===== config.mk =====
export PLATFORM = sky130hd
export DESIGN_NAME = jk_seq_ctrl
export DESIGN_NICKNAME = d
export VERILOG_FILES = /design/src/rtl/jk_seq_pkg.sv /design/src/rtl/jk_cell.sv /design/src/rtl/jk_seq_ctrl.sv
export SDC_FILE = /design/constraint.sdc
export NUM_CORES = 1
export LEC_CHECK = 0
export ABC_CLOCK_PERIOD_IN_PS = 1400
export CORE_MARGIN = 2
export CORE_UTILIZATION = 30
export DETAILED_ROUTE_END_ITERATION = 8
export PLACE_DENSITY = 0.6
export SYNTH_ARGS = -nofsm -noshare
export SYNTH_HDL_FRONTEND = slang
export SYNTH_SLANG_ARGS = --single-unit

===== constraint.sdc =====
create_clock -name Cp -period 1.4 [get_ports Cp]
set_input_delay 0.14 -clock Cp [delete_from_list [all_inputs] [get_ports Cp]]
set_output_delay 0.14 -clock Cp [all_outputs]
set_load 0.005 [all_outputs]

===== src/rtl/jk_seq_pkg.sv =====
// jk_seq_pkg: opcodes and FSM state encodings shared by the JK bank controller
package jk_seq_pkg;
    localparam logic [2:0] OP_NOP  = 3'd0;
    localparam logic [2:0] OP_CLR  = 3'd1;
    localparam logic [2:0] OP_LOAD = 3'd2;
    localparam logic [2:0] OP_INV  = 3'd3;
    localparam logic [2:0] OP_UP   = 3'd4;
    localparam logic [2:0] OP_DOWN = 3'd5;

    typedef enum logic [1:0] {
        ST_IDLE = 2'd0,
        ST_EXEC = 2'd1,
        ST_DONE = 2'd2
    } state_t;
endpackage


===== src/rtl/jk_cell.sv =====
// jk_cell: one JK flip-flop (00 hold, 01 reset, 10 set, 11 toggle), async active-low clear
module jk_cell (
    input  logic Cp,
    input  logic R,
    input  logic J,
    input  logic K,
    output logic Q
);
    always_ff @(posedge Cp or negedge R)
        if (!R) Q <= 1'b0;
        else    Q <= (J && K) ? ~Q : J ? 1'b1 : K ? 1'b0 : Q;
endmodule


===== src/rtl/jk_seq_ctrl.sv =====
// jk_seq_ctrl: command FSM sequencing a bank of W JK flip-flops as register or up/down counter.
// Define JK_SEQ_WRAP_EN for wrapping counts; otherwise counts saturate at all-ones / zero.
module jk_seq_ctrl
    import jk_seq_pkg::*;
#(
    parameter int W = 4,
    parameter int S = 8
) (
    input  logic         Cp,
    input  logic         R,
    input  logic         cmd_valid,
    output logic         cmd_ready,
    input  logic [2:0]   cmd_op,
    input  logic [W-1:0] cmd_data,
    input  logic [S-1:0] cmd_steps,
    output logic [W-1:0] Q,
    output logic         busy,
    output logic         done
);
    state_t       r_state;
    logic [2:0]   r_op;
    logic [W-1:0] r_data;
    logic [S-1:0] r_steps;
    logic         w_count;
    logic         w_sat;
    logic [W-1:0] w_up_t;
    logic [W-1:0] w_dn_t;
    logic [W-1:0] w_j;
    logic [W-1:0] w_k;

    assign w_count   = (r_op == OP_UP) || (r_op == OP_DOWN);
    assign cmd_ready = (r_state == ST_IDLE);
    assign busy      = (r_state != ST_IDLE);
    assign done      = (r_state == ST_DONE);

    always_ff @(posedge Cp or negedge R)
        if (!R) begin
            r_state <= ST_IDLE;
            r_op    <= OP_NOP;
            r_data  <= '0;
            r_steps <= '0;
        end else begin
            case (r_state)
                ST_IDLE: if (cmd_valid) begin
                    r_op    <= cmd_op;
                    r_data  <= cmd_data;
                    r_steps <= cmd_steps;
                    r_state <= ((cmd_op == OP_UP || cmd_op == OP_DOWN) && cmd_steps == '0) ? ST_DONE : ST_EXEC;
                end
                ST_EXEC: begin
                    r_steps <= r_steps - S'(1);
                    r_state <= (!w_count || r_steps == S'(1)) ? ST_DONE : ST_EXEC;
                end
                default: r_state <= ST_IDLE;
            endcase
        end

    // Toggle enables: bit i flips when every lower bit is 1 (up) or 0 (down)
    always_comb begin
        w_up_t    = '0;
        w_dn_t    = '0;
        w_up_t[0] = 1'b1;
        w_dn_t[0] = 1'b1;
        for (int i = 1; i < W; i++) begin
            w_up_t[i] = w_up_t[i-1] & Q[i-1];
            w_dn_t[i] = w_dn_t[i-1] & ~Q[i-1];
        end
    end

`ifdef JK_SEQ_WRAP_EN
    assign w_sat = 1'b0;
`else
    assign w_sat = (r_op == OP_UP) ? (&Q) : (r_op == OP_DOWN) ? ~(|Q) : 1'b0;
`endif

    always_comb begin
        w_j = '0;
        w_k = '0;
        if (r_state == ST_EXEC && !w_sat) begin
            w_j = (r_op == OP_LOAD || r_op == OP_INV) ? r_data :
                  (r_op == OP_UP) ? w_up_t : (r_op == OP_DOWN) ? w_dn_t : '0;
            w_k = (r_op == OP_CLR) ? '1 : (r_op == OP_LOAD) ? ~r_data : (r_op == OP_INV) ? r_data :
                  (r_op == OP_UP) ? w_up_t : (r_op == OP_DOWN) ? w_dn_t : '0;
        end
    end

    for (genvar g = 0; g < W; g++) begin : g_bank
        jk_cell u_cell (.Cp(Cp), .R(R), .J(w_j[g]), .K(w_k[g]), .Q(Q[g]));
    end
endmodule


=== After elaboration in Yosys (flattened, before gate mapping) ===
Index checks and enable logic that the tools add are counted.

* Input port bits: 18
* Logic and storage cells: 82
* Output and inout bits: 7
* Register bits after elaboration: 21

* Add/subtract/negate cells: 1
* Reduce and logical (&&, ||, !) cells: 24
* Bitwise gates (word level): 10
* Equality and inequality tests: 11
* Muxes and demuxes: 28

{| class="wikitable"
|+ Operator list
! operator !! number
|-
| 2-to-1 mux 4 bit || 8
|-
| case mux 8 bit (2 select lines) || 1
|-
| 2-to-1 mux 1 bit || 14
|-
| equality test 3 bit, second input constant || 4
|-
| nonzero test 3 bit || 4
|-
| equality test 8 x 1 -> 1 bit, second input constant || 1
|-
| logical NOT 8 bit || 1
|-
| 2-to-1 mux 8 bit || 1
|-
| subtractor 8 x 1 -> 8 bit, second input constant || 1
|-
| equality test 3 x 2 -> 1 bit, second input constant || 2
|-
| logical AND 1 bit || 6
|-
| 2-to-1 mux 2 bit || 3
|-
| inverter 1 bit || 5
|-
| AND 1 bit || 4
|-
| logical OR 1 bit || 4
|-
| inverter 4 bit || 1
|-
| case mux 2 bit (2 select lines) || 1
|-
| AND reduction 2 bit || 2
|-
| AND reduction 4 bit || 1
|-
| nonzero test 2 bit || 2
|-
| OR reduction 4 bit || 1
|-
| equality test 3 x 1 -> 1 bit, second input constant || 1
|-
| equality test 2 x 1 -> 1 bit, second input constant || 1
|-
| equality test 2 bit, second input constant || 1
|-
| other kinds (3) || 4
|}

=== Logic depth before layout (Yosys ltp) ===
Gate-level depths: netlist of the first run.

* Word-level depth: 12
* Depth in mapped cells: 5
* Gate-level depth less buffers: 5

=== By module ===
A second synthesis of the first run with hierarchy kept.

* Cell total of the unflattened synthesis: 148
* Area total of the unflattened synthesis: 1335.0 µm²

{| class="wikitable"
|+ Modules (own cells, without submodules)
! module !! times used !! cells each !! seq. area each (µm²) !! area each (µm²)
|-
| jk_seq_ctrl || 1 || 136 || 425.4 || 1199.9
|-
| jk_cell || 4 || 3 || 25.0 || 33.8
|}

=== Worst setup path after synthesis of the first run ===
OpenSTA, ideal clock, no wires.

* Path kind: flip-flop to flip-flop
* Start point: register g_bank[0].u_cell.Q
* End point: register g_bank[0].u_cell.Q
* Setup time: 0.082 ns
* Slack: 0.058 ns
* Data required time: 1.318 ns
* Clock period less this slack: 1.342 ns
* Data arrival time: 1.260 ns
* Path buffers: 1
* Cell stages (with the launch flop): 6
* Cells stage by stage: dfrtp_1 > buf_6 > nor4b_2 > a31oi_2 > and2_4 > a31oi_1

* Cells in the longest elaborated chain, start to end: 9
* Elaborated cells between the ends (all ways): 14
* Classes of those cells: mux (6); bitwise (2); reduce/logical (6)

{| class="wikitable"
|+ Ends and longest elaborated chain
! element !! line !! source
|-
| start: declaration || jk_cell.sv:7 || <nowiki>output logic Q</nowiki>
|-
| start signal: assignment || jk_cell.sv:11 || <nowiki>else Q <= (J && K) ? ~Q : J ? 1'b1 : K ? 1'b0 : Q;</nowiki>
|-
| OR reduction 4 bit || jk_seq_ctrl.sv:73 || <nowiki>assign w_sat = (r_op == OP_UP) ? (&Q) : (r_op == OP_DOWN) ? ~(|Q) : 1'b0;</nowiki>
|-
| inverter 1 bit || jk_seq_ctrl.sv:73 ||
|-
| 2-to-1 mux 1 bit (2 in a row) || jk_seq_ctrl.sv:73 ||
|-
| logical NOT 1 bit || jk_seq_ctrl.sv:79 || <nowiki>if (r_state == ST_EXEC && !w_sat) begin</nowiki>
|-
| logical AND 1 bit || jk_seq_ctrl.sv:79 ||
|-
| 2-to-1 mux 4 bit || jk_seq_ctrl.sv:79 ||
|-
| 2-to-1 mux 1 bit or logical AND 1 bit (tied branches) || jk_cell.sv:11 ||
|-
| 2-to-1 mux 1 bit or nonzero test 3 bit (tied branches) || n/a ||
|}

Parallel ways exist; a longest one is shown, timed or not.
A chain may end at the register's enable or synchronous reset.

=== Final worst setup path of the first run ===
* Start point: register g_bank[1].u_cell.Q
* End point: register g_bank[0].u_cell.Q

* Cells in the longest elaborated chain, start to end: 9
* Elaborated cells between the ends (all ways): 13
* Classes of those cells: mux (6); bitwise (1); reduce/logical (6)

{| class="wikitable"
|+ Ends and longest elaborated chain
! element !! line
|-
| start: declaration || jk_cell.sv:7
|-
| start signal: assignment || jk_cell.sv:11
|-
| OR reduction 4 bit || jk_seq_ctrl.sv:73
|-
| inverter 1 bit || jk_seq_ctrl.sv:73
|-
| 2-to-1 mux 1 bit || jk_seq_ctrl.sv:73
|-
| 2-to-1 mux 1 bit (*) || jk_seq_ctrl.sv:73
|-
| logical NOT 1 bit (*) || jk_seq_ctrl.sv:79
|-
| logical AND 1 bit (*) || jk_seq_ctrl.sv:79
|-
| 2-to-1 mux 4 bit || jk_seq_ctrl.sv:79
|-
| 2-to-1 mux 1 bit or logical AND 1 bit (tied branches) || jk_cell.sv:11
|-
| 2-to-1 mux 1 bit or nonzero test 3 bit (tied branches) || n/a
|}

Every way passes the cells marked *; elsewhere a longest branch is shown, timed or not.

==> qor.json, run 1 <==
{
  "synthesis": {
    "mapped_cells": 153,
    "synth_enable_flop_cells": 0,
    "mappedNetlistArea_mm2": 0.00133,
    "synth_ff_type": "dfrtp_1",
    "yosys.cell_types.count": 46,
    "ys.warnings.count": 0,
    "synth.ff_latch_count": 21,
    "asyncSetResetFlopFracSynth_pct": 100,
    "yosysSeqAreaShare_pct": 39.4,
    "mappedNetlistNets": 173,
    "syn_area_per_cell_um2": 8.71
  },
  "detailed_routing": {
    "finalWirelength_mm": 3.47,
    "routed-wl-met3_um": 124,
    "routedWlPerCell_um": 14.0,
    "drt-met1-wl_mm": 1.60,
    "drt.antenna.violating_nets": 0,
    "dr_total_vias": 1275,
    "top_layer_used": "met4",
    "first_pass_iters": 4,
    "drc": 0,
    "wl_met2_mm": 1.73,
    "avgViaCountPerCell": 5.14,
    "first_iter_violations": 87
  },
  "min_path": {
    "hold_class": "primary input to asynchronous set/reset pin"
  },
  "finish": {
    "mostFrequentLayoutCell": "buf_4",
    "final_cell_mix": "buf_4, nand2_1, dfrtp_1, clkdlybuf4s50_1, inv_1",
    "final_layout_size_suffix_gt1_share_pct": 27.6,
    "final_net_count": 217,
    "finalInstanceArea_mm2": 0.00189,
    "ant_diodes": 0,
    "num-fill-cells": 436,
    "layout-area-overhead-vs-synth_pct": 42.0
  },
  "critical_path": {
    "worstSetupPathDepth": 4,
    "critical_path.n_buffers_inverters": 0,
    "cp_slowest_cell": "dfrtp_2",
    "critical_path.cell_chain": "nor4b_4, a31oi_2, and2_4, a31oi_1",
    "cp-end-kind": "flip-flop",
    "cp_data_arrival_time_ps": 1560,
    "timing.critical_path.from_type": "flip-flop",
    "critical_path_required_ps": 1580,
    "cpPeakStageDelay_ps": 450,
    "worst_path_dominant_cell_family": "simple AND/OR/NAND/NOR gates",
    "worstSetupPathType": "flip-flop to flip-flop",
    "reg2reg_depth": 4,
    "worstPathMaxFanout": 4
  },
  "timing": {
    "clock_skew_ps": 4.11,
    "timing.max_slew.rel_slack_pct": 76.0,
    "share_of_the_clock_period_used_by_the_worst_path_pct": 98.8,
    "finalSetupViolations": 0,
    "timing_max_transition_violations_final": 0,
    "final_hold_viol_count": 0,
    "tightestPinTransition_ps": 357,
    "period_minus_slack_ps": 1380,
    "max_freq_ghz": 0.723,
    "grt_setup_unrepaired": "yes"
  },
  "cts": {
    "clk_latency_ps": 260,
    "tritoncts_clock_tree": "built",
    "tritoncts_num_sinks": 21,
    "cts_root_buf": "clkbuf_8",
    "clock_tree.buffer_depth": 2,
    "clk_transition_reported_paths_ps": 80,
    "cts_inserted_buffers": 3,
    "cts.htree.levels": 1,
    "count_of_hold_fix_buffers_inserted_at_cts": 0
  },
  "place": {
    "dpl_hpwl_mm": 2.55,
    "placedInstanceArea_mm2": 0.00170,
    "numPortBuffers": 24,
    "place_congestion": 0.901
  },
  "grt": {
    "initial_antenna_violation_count": 0,
    "grt_pass1_vias": 1289,
    "grt_overflow": 0,
    "pin_count_of_the_biggest_net_entering_global_routing": 22,
    "grt_first_pass_wirelength_mm": 5.85,
    "grt.total_usage_pct": 14.3
  },
  "floorplan": {
    "die_w_um": 70.6,
    "floorplan.initialDensity_pct": 30.8,
    "die_area_mm2": 0.00499,
    "number_of_standard_cell_rows_in_the_floorplan": 24,
    "core_mm2": 0.00432,
    "die-height_um": 70.6,
    "num_io_pins": 25
  },
  "pwr": {
    "p_leak_nw": 0.832,
    "power_density_mw_per_mm2": 2160,
    "maximum_vdd_drop_v": 0.000736,
    "overall_power_mw": 4.09
  },
  "run": {
    "max_cap_violations": 0
  },
  "run_status": {
    "run_status": "finished clean"
  }
}
==> power breakdown <==
group          switching, mW  internal (mW)  total, mW
registers              0.303          0.910       1.21
logic                   1.18           1.29       2.47
clock network          0.208          0.203      0.410
==> timing repair <==
item | CTS | global route
resized for setup | 11 | 21
endpoints found under the setup margin | 8 | 21
pin swaps | 2 | 4
buffers inserted | 5 | 4
==> registers in the layout (all words and copies together) (netlist names) <==
signal / count
r_steps: 8
r_data: 4
r_state: 2
g_bank.u_cell.Q: 4
r_op: 3
==> final cells by class <==
cell class	count	area, um2	share of cell area, %
multi-input cells	109	757	40.0
repair buffers	52	458	24.2
flip-flops and latches	21	529	28.0
well taps	52	65.1	3.44
inverters	10	37.5	1.98
clock buffers	4	45.0	2.38
==> Yosys cell counts, types with 3 or more instances <==
library cell,n,area (um2)
a21oi_1,7,35.0
a31oi_1,7,43.8
buf_2,4,20.0
buf_4,5,37.5
clkbuf_1,3,11.3
dfrtp_1,21,526
inv_1,10,37.5
nand2_1,25,93.8
nand2b_1,4,25.0
nand3_1,3,15.0
nor2_1,4,15.0
nor2b_1,4,25.0
o211ai_1,4,30.0
o21ai_0,8,40.0
o311ai_0,3,26.3
==> logic make-up after synthesis <==
logic type | share of synthesized area, %
AOI/OAI and AO/OA | 23.6
DFF | 39.4
muxes | 1.50
buffers and inverters | 8.83
adders and majority gates | 1.88
and+or+nand+nor | 22.8
xor gates and xnor gates | 1.97
==> layer usage <==
layer / up-vias / GRT usage, %
met3: 2 / 2.28
li1: 642 / -
met1: 610 / 18.8
met5: - / 0
met2: 21 / 24.3
met4: 0 / 4.40
==> path summary, 6_finish.rpt <==
kind / start / end / slack [ps]
worst max-delay path: g_bank[1].u_cell.Q / g_bank[0].u_cell.Q / 20
worst min-delay path: R / g_bank[0].u_cell.Q / 220
worst max register to register: g_bank[1].u_cell.Q / g_bank[0].u_cell.Q / 20
worst min register to register: r_data[3] / r_data[3] / 540
max in group asynchronous: R / g_bank[3].u_cell.Q / 950
min in group Cp: cmd_data[3] / r_data[3] / 410
==> through the flow <==
stage | hold slack [ps] | TNS [ps] | setup slack [ps] | instances | utilization [%]
detailed placement | 504 | -73.6 | -73.6 | 235 | 39.3
global placement | 510 | -61.9 | -61.9 | 235 | 39.3
CTS | 228 | -75.3 | -29.1 | 244 | 41.7
global route | 252 | -126 | -68.8 | 248 | 43.8
finish | 219 | 0 | 16.3 | 248 | 43.8
floorplan | -156 | 0 | 58.2 | 153 | -
No activity file was read; power rests on OpenSTA's default activity.
==> run 2, diff against run 1 <==
Settings changed: ABC_CLOCK_PERIOD_IN_PS 1400 to 1600, PLACE_DENSITY 0.6 to 0.58.
Clock period 1.4 ns to 1.6 ns, I/O delays scaled along.
==> qor.json, run 2 (synthesis results as in run 1) <==
{
  "run_status": {
    "run_status": "finished clean"
  },
  "pwr": {
    "maximum_vdd_drop_v": 0.000373,
    "p_comb_share_pct": 54.6,
    "overall_power_mw": 3.14,
    "p_sw_share_pct": 42.6,
    "p_leak_nw": 0.708,
    "pwr-share-seq_pct": 33.8,
    "power_density_mw_per_mm2": 1870,
    "power.clock.fraction_pct": 11.5,
    "net-switching-power_mw": 1.34,
    "power_report.internal_total_mw": 1.80
  },
  "critical_path": {
    "critical_path_required_ps": 1440,
    "reg2reg_to": "g_bank[1].u_cell.Q",
    "r2r-start": "g_bank[1].u_cell.Q",
    "timing.critical_path.from_type": "flip-flop",
    "worstSetupPathType": "flip-flop to output pin",
    "worstPathMaxFanout": 4,
    "reg2reg_depth": 4,
    "cp_data_arrival_time_ps": 1370,
    "cp-end-kind": "output pin",
    "ff2ff_setup_slack_ps": 120
  },
  "detailed_routing": {
    "dr_total_vias": 1219,
    "first_iter_violations": 56,
    "finalWirelength_mm": 3.25,
    "drt.antenna.violating_nets": 0,
    "drc": 0,
    "routedWlPerCell_um": 14.1,
    "avgViaCountPerCell": 5.30,
    "first_pass_iters": 4
  },
  "cts": {
    "clk_transition_reported_paths_ps": 80,
    "cts.repair_timing.setup_buffer_count": 0,
    "cts_inserted_buffers": 3,
    "tritoncts_num_sinks": 21,
    "clk_latency_ps": 260,
    "clock_tree.buffer_depth": 2,
    "cts.htree.levels": 1,
    "cts_root_buf": "clkbuf_8",
    "tritoncts_clock_tree": "built",
    "count_of_hold_fix_buffers_inserted_at_cts": 0,
    "cts_resized": 0
  },
  "floorplan": {
    "die_area_mm2": 0.00499,
    "core_mm2": 0.00432,
    "die-height_um": 70.6,
    "num_io_pins": 25,
    "number_of_standard_cell_rows_in_the_floorplan": 24,
    "floorplan.initialDensity_pct": 30.8,
    "die_w_um": 70.6
  },
  "timing": {
    "final_hold_viol_count": 0,
    "period_minus_slack_ps": 1530,
    "finalSetupViolations": 0,
    "timing.max_slew.rel_slack_pct": 72.1,
    "share_of_the_clock_period_used_by_the_worst_path_pct": 95.4,
    "clock_skew_ps": 4.79,
    "max_freq_ghz": 0.655,
    "fin_hold_ws_ps": 235,
    "grt_setup_unrepaired": "no",
    "timing_max_transition_violations_final": 0,
    "totalNegativeSetupSlack_ps": 0,
    "tightestPinTransition_ps": 417
  },
  "finish": {
    "largest_reg_flops": 8,
    "finalInstanceArea_mm2": 0.00168,
    "num-fill-cells": 445,
    "multi_input_gate_area_in_the_final_layout_um2": 694,
    "ant_diodes": 0,
    "final_cell_mix": "nand2_1, clkdlybuf4s50_1, dfrtp_1",
    "final_layout_size_suffix_gt1_share_pct": 12.9,
    "fin_cells": 230,
    "combined_flip_flop_and_latch_cell_area_um2": 526,
    "mostFrequentLayoutCell": "nand2_1",
    "final_net_count": 199,
    "max_flop_register": "r_steps",
    "largest_registers": "r_steps: 8 flops, g_bank.u_cell.Q: 4 flops, r_data: 4 flops",
    "layout-area-overhead-vs-synth_pct": 26.4
  },
  "place": {
    "numPortBuffers": 24,
    "placedInstanceArea_mm2": 0.00163,
    "place_congestion": 0.870,
    "dpl_hpwl_mm": 2.50,
    "place.detailed.instances": 226
  },
  "run": {
    "max_cap_violations": 0
  },
  "grt": {
    "grt_first_pass_wirelength_mm": 5.76,
    "grt_overflow": 0,
    "pin_count_of_the_biggest_net_entering_global_routing": 22,
    "initial_antenna_violation_count": 0,
    "grt_pass1_vias": 1216,
    "grt.total_usage_pct": 14.3
  },
  "min_path": {
    "hold_class": "primary input to asynchronous set/reset pin"
  }
}
run 2: area by class of cell:
| class | instances | share of cell area [%] |
|---|---|---|
| Clock buffer | 3 | 2.45 |
| Clock inverter | 1 | 0.297 |
| Multi-Input combinational cell | 109 | 41.2 |
| Timing Repair Buffer | 34 | 18.7 |
| Inverter | 10 | 2.23 |
| Tap cell | 52 | 3.86 |
| Sequential cell | 21 | 31.2 |
run 2: metrics by stage:
stage | util (%) | worst slack (ps)
after floorplan | - | 258
after global placement | 37.8 | 145
after detailed placement | 37.8 | 118
after CTS | 38.8 | 11.7
after global routing | 38.9 | 10.0
final | 38.9 | 73.7
run 2: per-layer routing:
layer / vias up / part of all wire, % / global-route usage [%] / wire, um
met5: - / 0 / 0 / 0
met4: 0 / 1.4 / 5.03 / 46
met3: 4 / 3.7 / 2.28 / 121
met2: 29 / 49 / 23.5 / 1580
met1: 587 / 46 / 19.3 / 1500
li1: 599 / - / - / -
run 2: critical path: stages, from the launching register on:
cell             delay, ps
dfrtp_1                410
nor2_2                 170
clkdlybuf4s50_1        520
run 2: worst max path at each step:
stage                        from                  to  slack (ps)  cells after the start
6_report               r_state[0]           cmd_ready          70                      2
3_3_place_gp         cmd_steps[6]          r_state[0]         140                      4
5_1_grt                r_state[0]           cmd_ready          10                      2
2_1_floorplan  g_bank[0].u_cell.Q  g_bank[0].u_cell.Q         260                      5
4_1_cts                r_state[0]           cmd_ready          10                      2
3_5_place_dp         cmd_steps[6]          r_state[0]         120                      4
run 2: power by group through the flow:
stage	Combinational, mW	Sequential, mW	Clock [mW]
4_1_cts	1.71	1.06	0.368
6_report	1.72	1.06	0.363
3_3_place_gp	1.65	1.05	0
3_5_place_dp	1.70	1.07	0
2_1_floorplan	1.22	1.01	0
5_1_grt	1.93	1.12	0.386
==> run 3, diff against run 2 <==
Settings changed: ABC_CLOCK_PERIOD_IN_PS 1600 to default.
==> results of run 3 <==
Final layout, timing and power as in run 2 (identical DEF).
